--- config.mk ---
export PLATFORM = sky130hd
export DESIGN_NAME = if_fetch_unit_flat
export DESIGN_NICKNAME = d
export VERILOG_FILES = /design/src/rtl/if_fetch_unit_if.sv /design/src/rtl/if_fetch_unit.sv /design/src/flat_wrapper.sv
export SDC_FILE = /design/constraint.sdc
export NUM_CORES = 1
export LEC_CHECK = 0
export ABC_CLOCK_PERIOD_IN_PS = 9800
export BUFFER_PORTS_ARGS = -buffer_cell sky130_fd_sc_hd__buf_2
export CAP_MARGIN = 25
export CORE_UTILIZATION = 52
export DETAILED_ROUTE_END_ITERATION = 10
export PLACE_DENSITY = 0.9
export SLEW_MARGIN = 20
export SYNTH_ARGS = -nofsm -noshare
export SYNTH_HDL_FRONTEND = slang
export SYNTH_SLANG_ARGS = --single-unit
--- constraint.sdc ---
create_clock -name clk_i -period 9.8 [get_ports clk_i]
set_input_delay 0.49 -clock clk_i [delete_from_list [all_inputs] [get_ports clk_i]]
set_output_delay 0.49 -clock clk_i [all_outputs]
set_load 0.01 [all_outputs]
--- src/rtl/if_fetch_unit_if.sv ---
// Decode-side handshake bundle for the instruction-fetch front end.
// The fetch unit is the master: it offers {pc, instr} with id_valid,
// and decode (slave) accepts with id_ready.
interface if_fetch_unit_if;
  logic        id_valid;
  logic        id_ready;
  logic [31:0] id_pc;
  logic [31:0] id_instr;

  modport master (
    output id_valid,
    output id_pc,
    output id_instr,
    input  id_ready
  );

  modport slave (
    input  id_valid,
    input  id_pc,
    input  id_instr,
    output id_ready
  );
endinterface

--- src/rtl/if_fetch_unit.sv ---
// Instruction-fetch front end: PC register, combinational instruction-memory
// address, small prefetch FIFO of {pc, instr} feeding decode, and redirect
// (branch/jump/trap) handling that flushes the FIFO.
// Optional feature macro: IF_MISALIGN_CHK_EN -- when defined, a redirect to a
// non-word-aligned target raises a sticky misalign flag and blocks fetch until
// the next aligned redirect; when undefined, targets are word-aligned by
// dropping the low two bits and the misalign outputs are tied to zero.
module if_fetch_unit #(
  parameter logic [31:0] RESET_PC = 32'h0000_0000,
  parameter int          DEPTH    = 2
) (
  input  logic                   clk_i,
  input  logic                   rst_n_i,
  input  logic                   halt_i,
  input  logic                   redirect_i,
  input  logic [31:0]            redirect_pc_i,
  output logic [31:0]            iaddr_o,
  input  logic [31:0]            instr_i,
  if_fetch_unit_if.master        id_bus,
  output logic                   misalign_o,
  output logic [31:0]            misalign_addr_o
);

  localparam int PW = (DEPTH > 1) ? $clog2(DEPTH) : 1;
  localparam logic [PW:0] DEPTH_C = DEPTH[PW:0];

  // Prefetch storage and bookkeeping
  logic [63:0]   fifo_q [DEPTH];
  logic [PW-1:0] rd_q, rd_d;
  logic [PW-1:0] wr_q, wr_d;
  logic [PW:0]   count_q, count_d;
  logic [31:0]   pc_q, pc_d;

  logic          push, pop, fifo_nempty;
  logic          fetch_blk;
  logic [31:0]   redirect_tgt;

  assign iaddr_o     = pc_q;
  assign fifo_nempty = (count_q != '0);

  // Head presentation: a redirect kills whatever head is shown this cycle
  assign id_bus.id_valid = fifo_nempty & ~redirect_i;
  assign id_bus.id_pc    = fifo_nempty ? fifo_q[rd_q][63:32] : 32'h0;
  assign id_bus.id_instr = fifo_nempty ? fifo_q[rd_q][31:0]  : 32'h0;

  assign pop  = id_bus.id_valid & id_bus.id_ready;
  // A full FIFO may still accept a push when the head leaves the same cycle
  assign push = ~redirect_i & ~halt_i & ~fetch_blk & ((count_q < DEPTH_C) | pop);

`ifdef IF_MISALIGN_CHK_EN
  logic        fetch_blk_q;
  logic        misalign_q;
  logic [31:0] misalign_addr_q;

  assign fetch_blk       = fetch_blk_q;
  assign redirect_tgt    = redirect_pc_i;
  assign misalign_o      = misalign_q;
  assign misalign_addr_o = misalign_addr_q;

  // Sticky misalign tracking: set by an unaligned redirect, cleared by an aligned one
  always_ff @(posedge clk_i or negedge rst_n_i) begin
    if (!rst_n_i) begin
      fetch_blk_q     <= 1'b0;
      misalign_q      <= 1'b0;
      misalign_addr_q <= 32'h0;
    end else if (redirect_i) begin
      if (redirect_pc_i[1:0] != 2'b00) begin
        fetch_blk_q     <= 1'b1;
        misalign_q      <= 1'b1;
        misalign_addr_q <= redirect_pc_i;
      end else begin
        fetch_blk_q     <= 1'b0;
        misalign_q      <= 1'b0;
      end
    end
  end
`else
  logic unused_low_bits;

  // Targets are forced to word alignment; the low bits carry no meaning here
  assign unused_low_bits = ^redirect_pc_i[1:0];
  assign fetch_blk       = 1'b0;
  assign redirect_tgt    = {redirect_pc_i[31:2], 2'b00};
  assign misalign_o      = 1'b0;
  assign misalign_addr_o = 32'h0;
`endif

  // Next-state for PC, pointers and occupancy; redirect overrides everything
  always_comb begin
    pc_d    = pc_q;
    rd_d    = rd_q;
    wr_d    = wr_q;
    count_d = count_q;
    if (redirect_i) begin
      pc_d    = redirect_tgt;
      rd_d    = '0;
      wr_d    = '0;
      count_d = '0;
    end else begin
      if (push) begin
        pc_d = pc_q + 32'd4;
        wr_d = wr_q + 1'b1;
      end
      if (pop) begin
        rd_d = rd_q + 1'b1;
      end
      case ({push, pop})
        2'b10:   count_d = count_q + 1'b1;
        2'b01:   count_d = count_q - 1'b1;
        default: count_d = count_q;
      endcase
    end
  end

  // Control state register with asynchronous clear
  always_ff @(posedge clk_i or negedge rst_n_i) begin
    if (!rst_n_i) begin
      pc_q    <= RESET_PC;
      rd_q    <= '0;
      wr_q    <= '0;
      count_q <= '0;
    end else begin
      pc_q    <= pc_d;
      rd_q    <= rd_d;
      wr_q    <= wr_d;
      count_q <= count_d;
    end
  end

  // FIFO payload write; contents are only observed through count, so no clear needed
  always_ff @(posedge clk_i) begin
    if (push) begin
      fifo_q[wr_q] <= {pc_q, instr_i};
    end
  end

endmodule

--- src/flat_wrapper.sv ---
// flat-port wrapper written by rule: the top's interface ports become plain ports
module if_fetch_unit_flat 
#(
  parameter logic [31:0] RESET_PC = 32'h0000_0000,
  parameter int          DEPTH    = 2
)
  (clk_i, rst_n_i, halt_i, redirect_i, redirect_pc_i, iaddr_o, instr_i, misalign_o, misalign_addr_o, id_bus_id_valid, id_bus_id_pc, id_bus_id_instr, id_bus_id_ready);
  if_fetch_unit_if id_bus_i ();
  input  logic clk_i;
  input  logic rst_n_i;
  input  logic halt_i;
  input  logic redirect_i;
  input  logic [31:0] redirect_pc_i;
  output logic [31:0] iaddr_o;
  input  logic [31:0] instr_i;
  output logic misalign_o;
  output logic [31:0] misalign_addr_o;
  output wire logic [$bits(id_bus_i.id_valid)-1:0] id_bus_id_valid;
  output wire logic [$bits(id_bus_i.id_pc)-1:0] id_bus_id_pc;
  output wire logic [$bits(id_bus_i.id_instr)-1:0] id_bus_id_instr;
  input wire logic [$bits(id_bus_i.id_ready)-1:0] id_bus_id_ready;
  assign id_bus_id_valid = id_bus_i.id_valid;
  assign id_bus_id_pc = id_bus_i.id_pc;
  assign id_bus_id_instr = id_bus_i.id_instr;
  assign id_bus_i.id_ready = id_bus_id_ready;
  if_fetch_unit #(.RESET_PC(RESET_PC), .DEPTH(DEPTH)) u_core (.clk_i(clk_i), .rst_n_i(rst_n_i), .halt_i(halt_i), .redirect_i(redirect_i), .redirect_pc_i(redirect_pc_i), .iaddr_o(iaddr_o), .instr_i(instr_i), .id_bus(id_bus_i), .misalign_o(misalign_o), .misalign_addr_o(misalign_addr_o));
endmodule
==> qor.log, run 1 <==
qor: pwr.vdd_ir_drop_max 0.114 mV
qor: pwr.power.static_leakage 3.37 nW
qor: grt.grt_pass1_wl 24100 µm
qor: sta.layout_worst_path_cycle_share 25.3%
qor: route.met1_length 6220 µm
qor: pwr.power_per_cell_area 195 nW/µm²
qor: route.drt_pre_antenna_iters 5
qor: floorplan.die_x 119 µm
qor: sta.timing.clock.skew 0.0112 ns
qor: yosys.netlist_area 7170 µm²
qor: setup_path.critPathCaptureType output pin
qor: setup_path.worst_ep_arrival_time 1.99 ns
qor: setup_path.timing.critical_path.fanout_max 41
qor: route.avgViaCountPerCell 5.49
qor: yosys.ys_seq_elements 158
qor: route.vias 4976
qor: grt.grt_util_all_layers 22.5%
qor: floorplan.area_enclosed_by_the_die_boundary 14300 µm²
qor: clocking.clk_latency_worst_skew_pair 0.42 ns
qor: route.wirelength 15600 µm
qor: sta.timing.slew.headroom 41.8%
qor: layout.core_util_final 64.3%
qor: sta.final_max_slew_viol_count 0
qor: layout.post_route_cells_drive_above_1_share 27.8%
qor: floorplan.design.core.area 13300 µm²
qor: route.met3RoutedLength 1230 µm
qor: setup_path.critical_path_required 9.31 ns
qor: floorplan.fp.dieH 119 µm
qor: setup_path.crit-reg2reg-launch u_core.count_q[1]
qor: yosys.async_reset_ff_share 21.5%
qor: sta.final.min_clock_period 2.48 ns
qor: yosys.syn_inst 566
qor: clocking.cts_inserted_buffers 17
qor: clocking.clock_sink_count 158
qor: yosys.synth_sequential_area_ratio 63.8%
qor: hold_path.hold_class in2async
qor: setup_path.worst_r2r_path_depth 4
qor: floorplan.ioPinCount 199
qor: clocking.max-clock-path-buffers 2
qor: placement.io_buffer_count 159
qor: setup_path.critPathLaunchType flop
qor: grt.grt_start_max_net_pins 76
qor: clocking.cts.htree.levels 4
qor: layout.nNetsFinal 788
qor: yosys.synth_cell_type_count 52
qor: clocking.cts-root-buf sky130_fd_sc_hd__clkbuf_16
qor: placement.globalplace.congestion 0.865
qor: sta.setup_viol 0
qor: yosys.synthesis.area_per_instance 12.7 µm²
qor: grt.antenna_found_initial 0
qor: yosys.dominantRegCellSynth sky130_fd_sc_hd__edfxtp_1
qor: sta.actual_slew_at_the_worst_max_slew_pin 0.873 ns
qor: route.drc 0
qor: route.detailedRoute.firstIterationViolations 358
qor: setup_path.timing.rr.end u_core.fifo_q[1][59]
qor: grt.grt.overflow.total 0
qor: outcome.run_status completed
qor: sta.setup_total_negative_slack 0 ns
qor: sta.maxClockFrequency 404 MHz
qor: clocking.cts.repair_timing.setup_buffer_count 0
qor: clocking.cts.repair.resized 0
qor: route.drt.antenna.violating_nets 0
qor: clocking.cts_hold_buf 0
qor: clocking.cts_tree built
qor: sta.timing.final.hold_violations 0
qor: route.met2_layer_wire_length_in_the_routed_design 7780 µm
qor: grt.first_global_vias 4619
qor: setup_path.setup.worst_path.start u_core.rd_q
qor: yosys.synth.yosys.warnings 0
qor: yosys.synth-edff-count 124
qor: placement.hpwl_detailed 10200 µm
qor: floorplan.initial_util 53.7%
qor: setup_path.crit_end id_bus_id_instr[8]
qor: layout.antenna_cells_inserted 0
qor: clocking.path_clk_slew 0.06 ns
qor: layout.layout-area-overhead-vs-synth 19.8%
qor: setup_path.reg2reg_slack 7.43 ns
qor: sta.setup_repair_after_global_routing_missed_its_margin no
qor: layout.fill_cells 1048
qor: route.highest-signal-layer met4
qor: route.routedWlPerCell 17.2 µm
qor: floorplan.floorplan.rows 42
qor: setup_path.classification_of_the_worst_setup_path reg2out
qor: run.timing.max_cap.violations 0
-- registers in the layout, summed over array words and instances, names as in the netlist --
name            count
u_core.count_q      2
u_core.fifo_q     124
u_core.iaddr_o     30
u_core.rd_q         1
u_core.wr_q         1
-- report_power, final --
| part | total (W) | internal, W | switching, W |
|---|---|---|---|
| combinational | 0.000184 | 0.0000747 | 0.000109 |
| clock | 0.000680 | 0.000431 | 0.000248 |
| sequential | 0.000810 | 0.000769 | 0.0000415 |
-- layer usage --
metal / vias up / GRT usage (%)
met3: 32 / 6.27
met2: 226 / 36.9
met5: - / 0
li1: 2333 / -
met4: 0 / 9.69
met1: 2385 / 27.9
-- cells in the mapped netlist (all sizes together), types with 7 or more instances --
library cell	count	area, µm²
o211ai	8	60.1
nand4	16	106
edfxtp	124	3720
nor2b	8	50.1
o21ai	11	55.1
mux2i	64	641
nand3	24	120
buf	46	345
clkbuf	21	78.8
inv	9	33.8
nor4	7	43.8
nor3	7	35.0
dfrtp	34	851
nand2	33	124
or4	10	82.6
nor2	77	289
and3	8	51.3
-- placed cells by master, fill, tap and decap left out, types with 3 or more instances in the layout --
cell type	Yosys	layout
sky130_fd_sc_hd__edfxtp_1	124	124
sky130_fd_sc_hd__clkinvlp_4	0	3
sky130_fd_sc_hd__clkbuf_16	0	17
sky130_fd_sc_hd__conb_1	1	37
sky130_fd_sc_hd__buf_4	37	4
sky130_fd_sc_hd__bufinv_16	0	4
sky130_fd_sc_hd__a311o_1	3	3
sky130_fd_sc_hd__clkbuf_1	21	3
sky130_fd_sc_hd__nor2_1	77	76
sky130_fd_sc_hd__nor3_1	7	7
sky130_fd_sc_hd__or3_1	3	3
sky130_fd_sc_hd__xor2_1	3	3
sky130_fd_sc_hd__mux2i_1	64	64
sky130_fd_sc_hd__nand2_1	33	33
sky130_fd_sc_hd__o21ai_0	10	10
sky130_fd_sc_hd__nor4_1	7	6
sky130_fd_sc_hd__nor2b_1	8	8
sky130_fd_sc_hd__a22oi_1	3	3
sky130_fd_sc_hd__dfrtp_1	34	33
sky130_fd_sc_hd__and3_1	7	6
sky130_fd_sc_hd__nand3_1	24	24
sky130_fd_sc_hd__o31ai_1	6	6
sky130_fd_sc_hd__buf_2	3	159
sky130_fd_sc_hd__o311ai_0	4	4
sky130_fd_sc_hd__o211ai_1	8	8
sky130_fd_sc_hd__or4_1	8	8
sky130_fd_sc_hd__xnor2_1	6	6
sky130_fd_sc_hd__inv_1	9	9
sky130_fd_sc_hd__nand4_1	15	15
sky130_fd_sc_hd__a21oi_1	3	3
-- cells by family after synthesis --
| logic type | count (synthesis) | share of synthesized area, % |
|---|---|---|
| AOI/OAI and AO/OA | 52 | 5.34 |
| buffers and inverters | 76 | 6.39 |
| adders and majority gates | 1 | 0.175 |
| other | 1 | 0.0523 |
| muxes | 65 | 9.10 |
| and+or+nand+nor | 204 | 14.0 |
| DFF | 158 | 63.8 |
| xor gates and xnor gates | 9 | 1.10 |
-- worst min path at each step --
| stage | to | slack (ns) |
|---|---|---|
| after CTS | u_core.iaddr_o[20] | 0.16 |
| after floorplan | u_core.count_q[0] | 0.19 |
| after global placement | u_core.fifo_q[0][63] | 0.52 |
| after global routing | u_core.iaddr_o[22] | 0.21 |
| after detailed placement | u_core.fifo_q[1][63] | 0.54 |
| final | u_core.iaddr_o[20] | 0.15 |
-- critical path, cell delays in order, from the launching register on --
cell	delay (ns)
sky130_fd_sc_hd__dfrtp_4	0.72
sky130_fd_sc_hd__buf_16	0.31
sky130_fd_sc_hd__mux2i_1	0.26
sky130_fd_sc_hd__nor2_1	0.06
sky130_fd_sc_hd__buf_2	0.17
-- layout make-up --
| cell class | instances | area (µm²) | area share [%] |
|---|---|---|---|
| Multi-Input combinational cell | 368 | 2280 | 26.6 |
| Sequential cell | 158 | 4580 | 53.3 |
| Clock inverter | 11 | 165 | 1.92 |
| Timing Repair Buffer | 164 | 853 | 9.94 |
| Inverter | 9 | 33.8 | 0.393 |
| Tap cell | 176 | 220 | 2.56 |
| Clock buffer | 21 | 450 | 5.25 |
-- per-stage QoR --
stage          cell area, µm²  std cells  setup WS (ns)  power, W  hold WS, ns
4_1_cts                  8590        907           7.31   0.00168        0.158
6_report                 8590        907           7.32   0.00167        0.150
2_1_floorplan            7300        602           2.26  0.000936        0.194
5_1_grt                  8590        907           7.24   0.00174        0.205
3_3_place_gp             7940        874           7.11  0.000998        0.523
3_5_place_dp             7970        875           7.11   0.00101        0.538
No activity file was read; power rests on OpenSTA's default activity.
==> run 2: changes to the inputs <==
ABC_AREA = 1   (was not set)
ABC_CLOCK_PERIOD_IN_PS = 2300   (was 9800)
CORE_UTILIZATION = 53   (was 52)
PLACE_DENSITY = 0.92   (was 0.9)
clock period = 2.3 ns   (was 9.8 ns; I/O delays follow)
==> run 2 against run 1 <==
Against the previous run:
- design area grew 8.2%
- die area increased by 0.47%
- critical path type is now reg2reg
- non-clock buffer count grew 60
- via count grew 22%
- synthesized area up 2.4%
- worst setup slack worse by 6.9 ns
- utilization grew 5.0 points
- total power increased to 5.2 times the previous value
- first-iteration DRC count rose by 60%
- global-route usage up 3.9 points
==> qor.log, run 2 <==
qor: outcome.run_status completed
qor: clocking.clock_sink_count 158 [unchanged]
qor: route.drt_pre_antenna_iters 6 [+1]
qor: layout.register_area 4580 µm² [about the same]
qor: yosys.compound_gate_portion_of_the_synthesized_area 7.01% [+1.7 points]
qor: route.vias 6063 [+22%]
qor: floorplan.area_enclosed_by_the_die_boundary 14300 µm² [+0.47%]
qor: yosys.synthMuxAreaShare 0% [-9.1 points]
qor: sta.actual_slew_at_the_worst_max_slew_pin 0.813 ns [-0.0593 ns]
qor: grt.grt_pass1_wl 28400 µm [+18%]
qor: sta.maxClockFrequency 523 MHz
qor: clocking.cts-root-buf sky130_fd_sc_hd__clkbuf_16
qor: floorplan.design.core.area 13400 µm² [+0.39%]
qor: sta.setup_viol 0 [unchanged]
qor: yosys.synth_sequential_area_ratio 62.3% [-1.5 points]
qor: sta.setup_repair_after_global_routing_missed_its_margin no
qor: yosys.synth-edff-count 124 [unchanged]
qor: route.routedWlPerCell 15.4 µm [-10%]
qor: yosys.synth.most_common_cell sky130_fd_sc_hd__nand2_1
qor: yosys.synth_common_cells sky130_fd_sc_hd__nand2_1 (319), sky130_fd_sc_hd__edfxtp_1 (124), sky130_fd_sc_hd__a21oi_1 (63), sky130_fd_sc_hd__nor2_1 (55), sky130_fd_sc_hd__inv_1 (44)
qor: grt.grt-busiest-layer met2
qor: setup_path.critPathLaunchType flop
qor: yosys.syn_inst 777 [+37%]
qor: sta.timing.slew.headroom 45.8% [+4.0 points]
qor: layout.final_area 9290 µm² [+8.2%]
qor: yosys.async_reset_ff_share 21.5% [unchanged]
qor: grt.met2_usage 46.1% [+9.2 points]
qor: sta.timing.clock.skew 0.0104 ns [-0.000870 ns]
qor: layout.nNetsFinal 1061 [+35%]
qor: yosys.largest_family_of_logic_cells_by_synthesized_area simple AND/OR/NAND/NOR gates
qor: layout.most-common-layout-cells sky130_fd_sc_hd__nand2_1 (319), sky130_fd_sc_hd__buf_2 (159), sky130_fd_sc_hd__edfxtp_1 (124), sky130_fd_sc_hd__a21oi_1 (63), sky130_fd_sc_hd__nor2_1 (53)
qor: clocking.cts.htree.levels 4 [unchanged]
qor: grt.grt.met3_usage 4.42% [-1.9 points]
qor: placement.hpwl_detailed 11700 µm [+16%]
qor: clocking.cts_tree built
qor: route.detailedRoute.firstIterationViolations 572 [+60%]
qor: layout.fill_cells 982 [-6.3%]
qor: clocking.clk_latency_worst_skew_pair 0.42 ns [about the same]
qor: yosys.synth-simple-area-share 21.2% [+7.2 points]
qor: layout.largest-register u_core.fifo_q
qor: placement.placedInstanceArea 8220 µm² [+3.1%]
qor: clocking.cts_inserted_buffers 17 [unchanged]
qor: grt.grt_util_all_layers 26.3% [+3.9 points]
qor: yosys.dominantRegCellSynth sky130_fd_sc_hd__edfxtp_1
qor: layout.post_route_cells_drive_above_1_share 21.7% [-6.1 points]
qor: layout.multi_input_area 2340 µm² [+2.3%]
qor: yosys.yosysTopAreaCell sky130_fd_sc_hd__edfxtp_1
qor: sta.final_max_slew_viol_count 0 [unchanged]
qor: layout.core_util_final 69.3% [+5.0 points]
qor: grt.grt.overflow.total 0 [unchanged]
qor: setup_path.timing.critical_path.fanout_max 9 [-78%]
qor: sta.worst_slack 0.389 ns [-6.93 ns]
qor: floorplan.initial_util 54.8% [+1.1 points]
qor: clocking.path_clk_slew 0.07 ns [about the same]
qor: sta.final.min_clock_period 1.91 ns
qor: yosys.synth.top_cells.by_area sky130_fd_sc_hd__edfxtp_1 (51%), sky130_fd_sc_hd__nand2_1 (16%), sky130_fd_sc_hd__dfrtp_1 (12%)
qor: yosys.synthesis.area_per_instance 9.45 µm² [-25%]
qor: pwr.design_power_total 0.00865 W [+420%]
qor: clocking.max-clock-path-buffers 2 [unchanged]
qor: grt.antenna_found_initial 0 [unchanged]
qor: yosys.yosys.area_share.xor_xnor 1.31% [+0.21 points]
qor: layout.antenna_cells_inserted 0 [unchanged]
qor: yosys.synth_cell_type_count 26 [-50%]
qor: setup_path.worst_ep_arrival_time 2.22 ns [+0.23 ns]
qor: placement.pre_cts_ws 0.414 ns [-6.69 ns]
qor: floorplan.die_x 120 µm [+0.23%]
qor: route.avgViaCountPerCell 5.14 [-6.3%]
qor: grt.first_global_vias 5896 [+28%]
qor: clocking.cts.repair_timing.setup_buffer_count 0 [unchanged]
qor: floorplan.ioPinCount 199 [unchanged]
qor: pwr.power_per_cell_area 931 nW/µm² [+380%]
qor: route.drt.antenna.violating_nets 0 [unchanged]
qor: sta.setup_total_negative_slack 0 ns [unchanged]
qor: floorplan.fp.dieH 120 µm [+0.23%]
qor: yosys.adder_cell_share_of_the_synthesized_area 0.170% [-0.0041 points]
qor: sta.timing.final.hold_violations 0 [unchanged]
qor: route.drc 0 [unchanged]
qor: route.wirelength 18200 µm [+16%]
qor: yosys.netlist_area 7340 µm² [+2.4%]
qor: layout.layout_commonest_cell sky130_fd_sc_hd__nand2_1
qor: setup_path.critical_path_required 2.61 ns [-6.70 ns]
qor: sta.layout_worst_path_cycle_share 83.1%
qor: yosys.synth.yosys.warnings 0 [unchanged]
qor: floorplan.floorplan.rows 42 [unchanged]
qor: run.timing.max_cap.violations 0 [unchanged]
qor: setup_path.classification_of_the_worst_setup_path reg2reg
qor: grt.grt_start_max_net_pins 47 [-38%]
qor: yosys.ys_seq_elements 158 [unchanged]
qor: placement.io_buffer_count 159 [unchanged]
qor: yosys.synth.top_cell.area_share 50.7% [-1.2 points]
qor: pwr.power.static_leakage 4.10 nW [+22%]
qor: pwr.vdd_ir_drop_max 0.503 mV [+340%]
qor: placement.globalplace.congestion 0.934 [+7.9%]
qor: setup_path.critPathCaptureType flop
qor: grt.grt_util_met1 31.8% [+4.0 points]
qor: layout.largest_register_ff_count 124 [unchanged]
qor: layout.layout-area-overhead-vs-synth 26.6%
qor: hold_path.hold_class in2reg
## run 2: changes by cell type in the layout (fill, tap and decap cells not counted), moves of 15 or more
cell,delta
sky130_fd_sc_hd__nor2_1,-23
sky130_fd_sc_hd__a21oi_1,+60
sky130_fd_sc_hd__nand2_1,+286
sky130_fd_sc_hd__mux2i_1,-64
sky130_fd_sc_hd__nand4_1,-15
sky130_fd_sc_hd__dlygate4sd3_1,+52
sky130_fd_sc_hd__inv_1,+35
## run 2: final cells by class
| class | instances | area share [%] |
|---|---|---|
| timing repair buffer | 224 | 15.4 |
| clock inverter | 14 | 1.36 |
| inverter | 47 | 1.90 |
| tap | 176 | 2.37 |
| sequential | 158 | 49.2 |
| clock buffer | 18 | 4.62 |
| multi-input combinational | 543 | 25.2 |
## run 2: cell families after synthesis
group / after synthesis
other cells: 1
compound gates: 91
fa+ha+maj: 1
buf+inv: 112
flops: 158
xor+xnor: 11
simple gates: 403
## run 2: where the power goes
part           switching (W)  internal (W)  total, W
clock network        0.00106       0.00157   0.00263
registers           0.000263       0.00340   0.00366
logic                0.00152      0.000830   0.00235
total                0.00285       0.00580   0.00865
## run 2: through the flow
stage / instances / hold slack, ns
3_5_place_dp: 1096 / 0.246
4_1_cts: 1180 / 0.000479
2_1_floorplan: 813 / -0.181
6_report: 1180 / 0.0138
3_3_place_gp: 1096 / 0.237
5_1_grt: 1180 / 0.0125
## run 2: worst paths after layout
path	startpoint	to	slack, ns	cells past startpoint
setup / recovery	u_core.iaddr_o[2]	u_core.iaddr_o[16]	0.39	7
hold / removal	redirect_pc_i[26]	u_core.iaddr_o[26]	0.01	5
setup reg to reg	u_core.iaddr_o[2]	u_core.iaddr_o[16]	0.39	7
hold reg to reg	u_core.iaddr_o[31]	u_core.fifo_q[1][63]	0.55	0
max in group asynchronous	rst_n_i	u_core.rd_q	1.40	2
min in group asynchronous	rst_n_i	u_core.iaddr_o[23]	0.32	2
## run 2: repair_timing
item	CTS	global route
resized for setup	0	0
hold endpoints to repair	117	0
hold buffers	52	0
## run 2: routing by layer
| layer | wire (µm) | vias to the layer above |
|---|---|---|
| li1 | - | 2891 |
| met1 | 7250 | 2863 |
| met2 | 9310 | 277 |
| met3 | 1190 | 32 |
| met4 | 451 | 0 |
| met5 | 0 | - |
## run 2: critical path, cell delays in order (launching register included)
cell,delay [ns]
sky130_fd_sc_hd__dfrtp_1,0.52
sky130_fd_sc_hd__ha_1,0.35
sky130_fd_sc_hd__nand3_1,0.19
sky130_fd_sc_hd__nor2_1,0.33
sky130_fd_sc_hd__nand3_1,0.14
sky130_fd_sc_hd__xor2_1,0.17
sky130_fd_sc_hd__nand2_1,0.06
sky130_fd_sc_hd__nand2_1,0.05
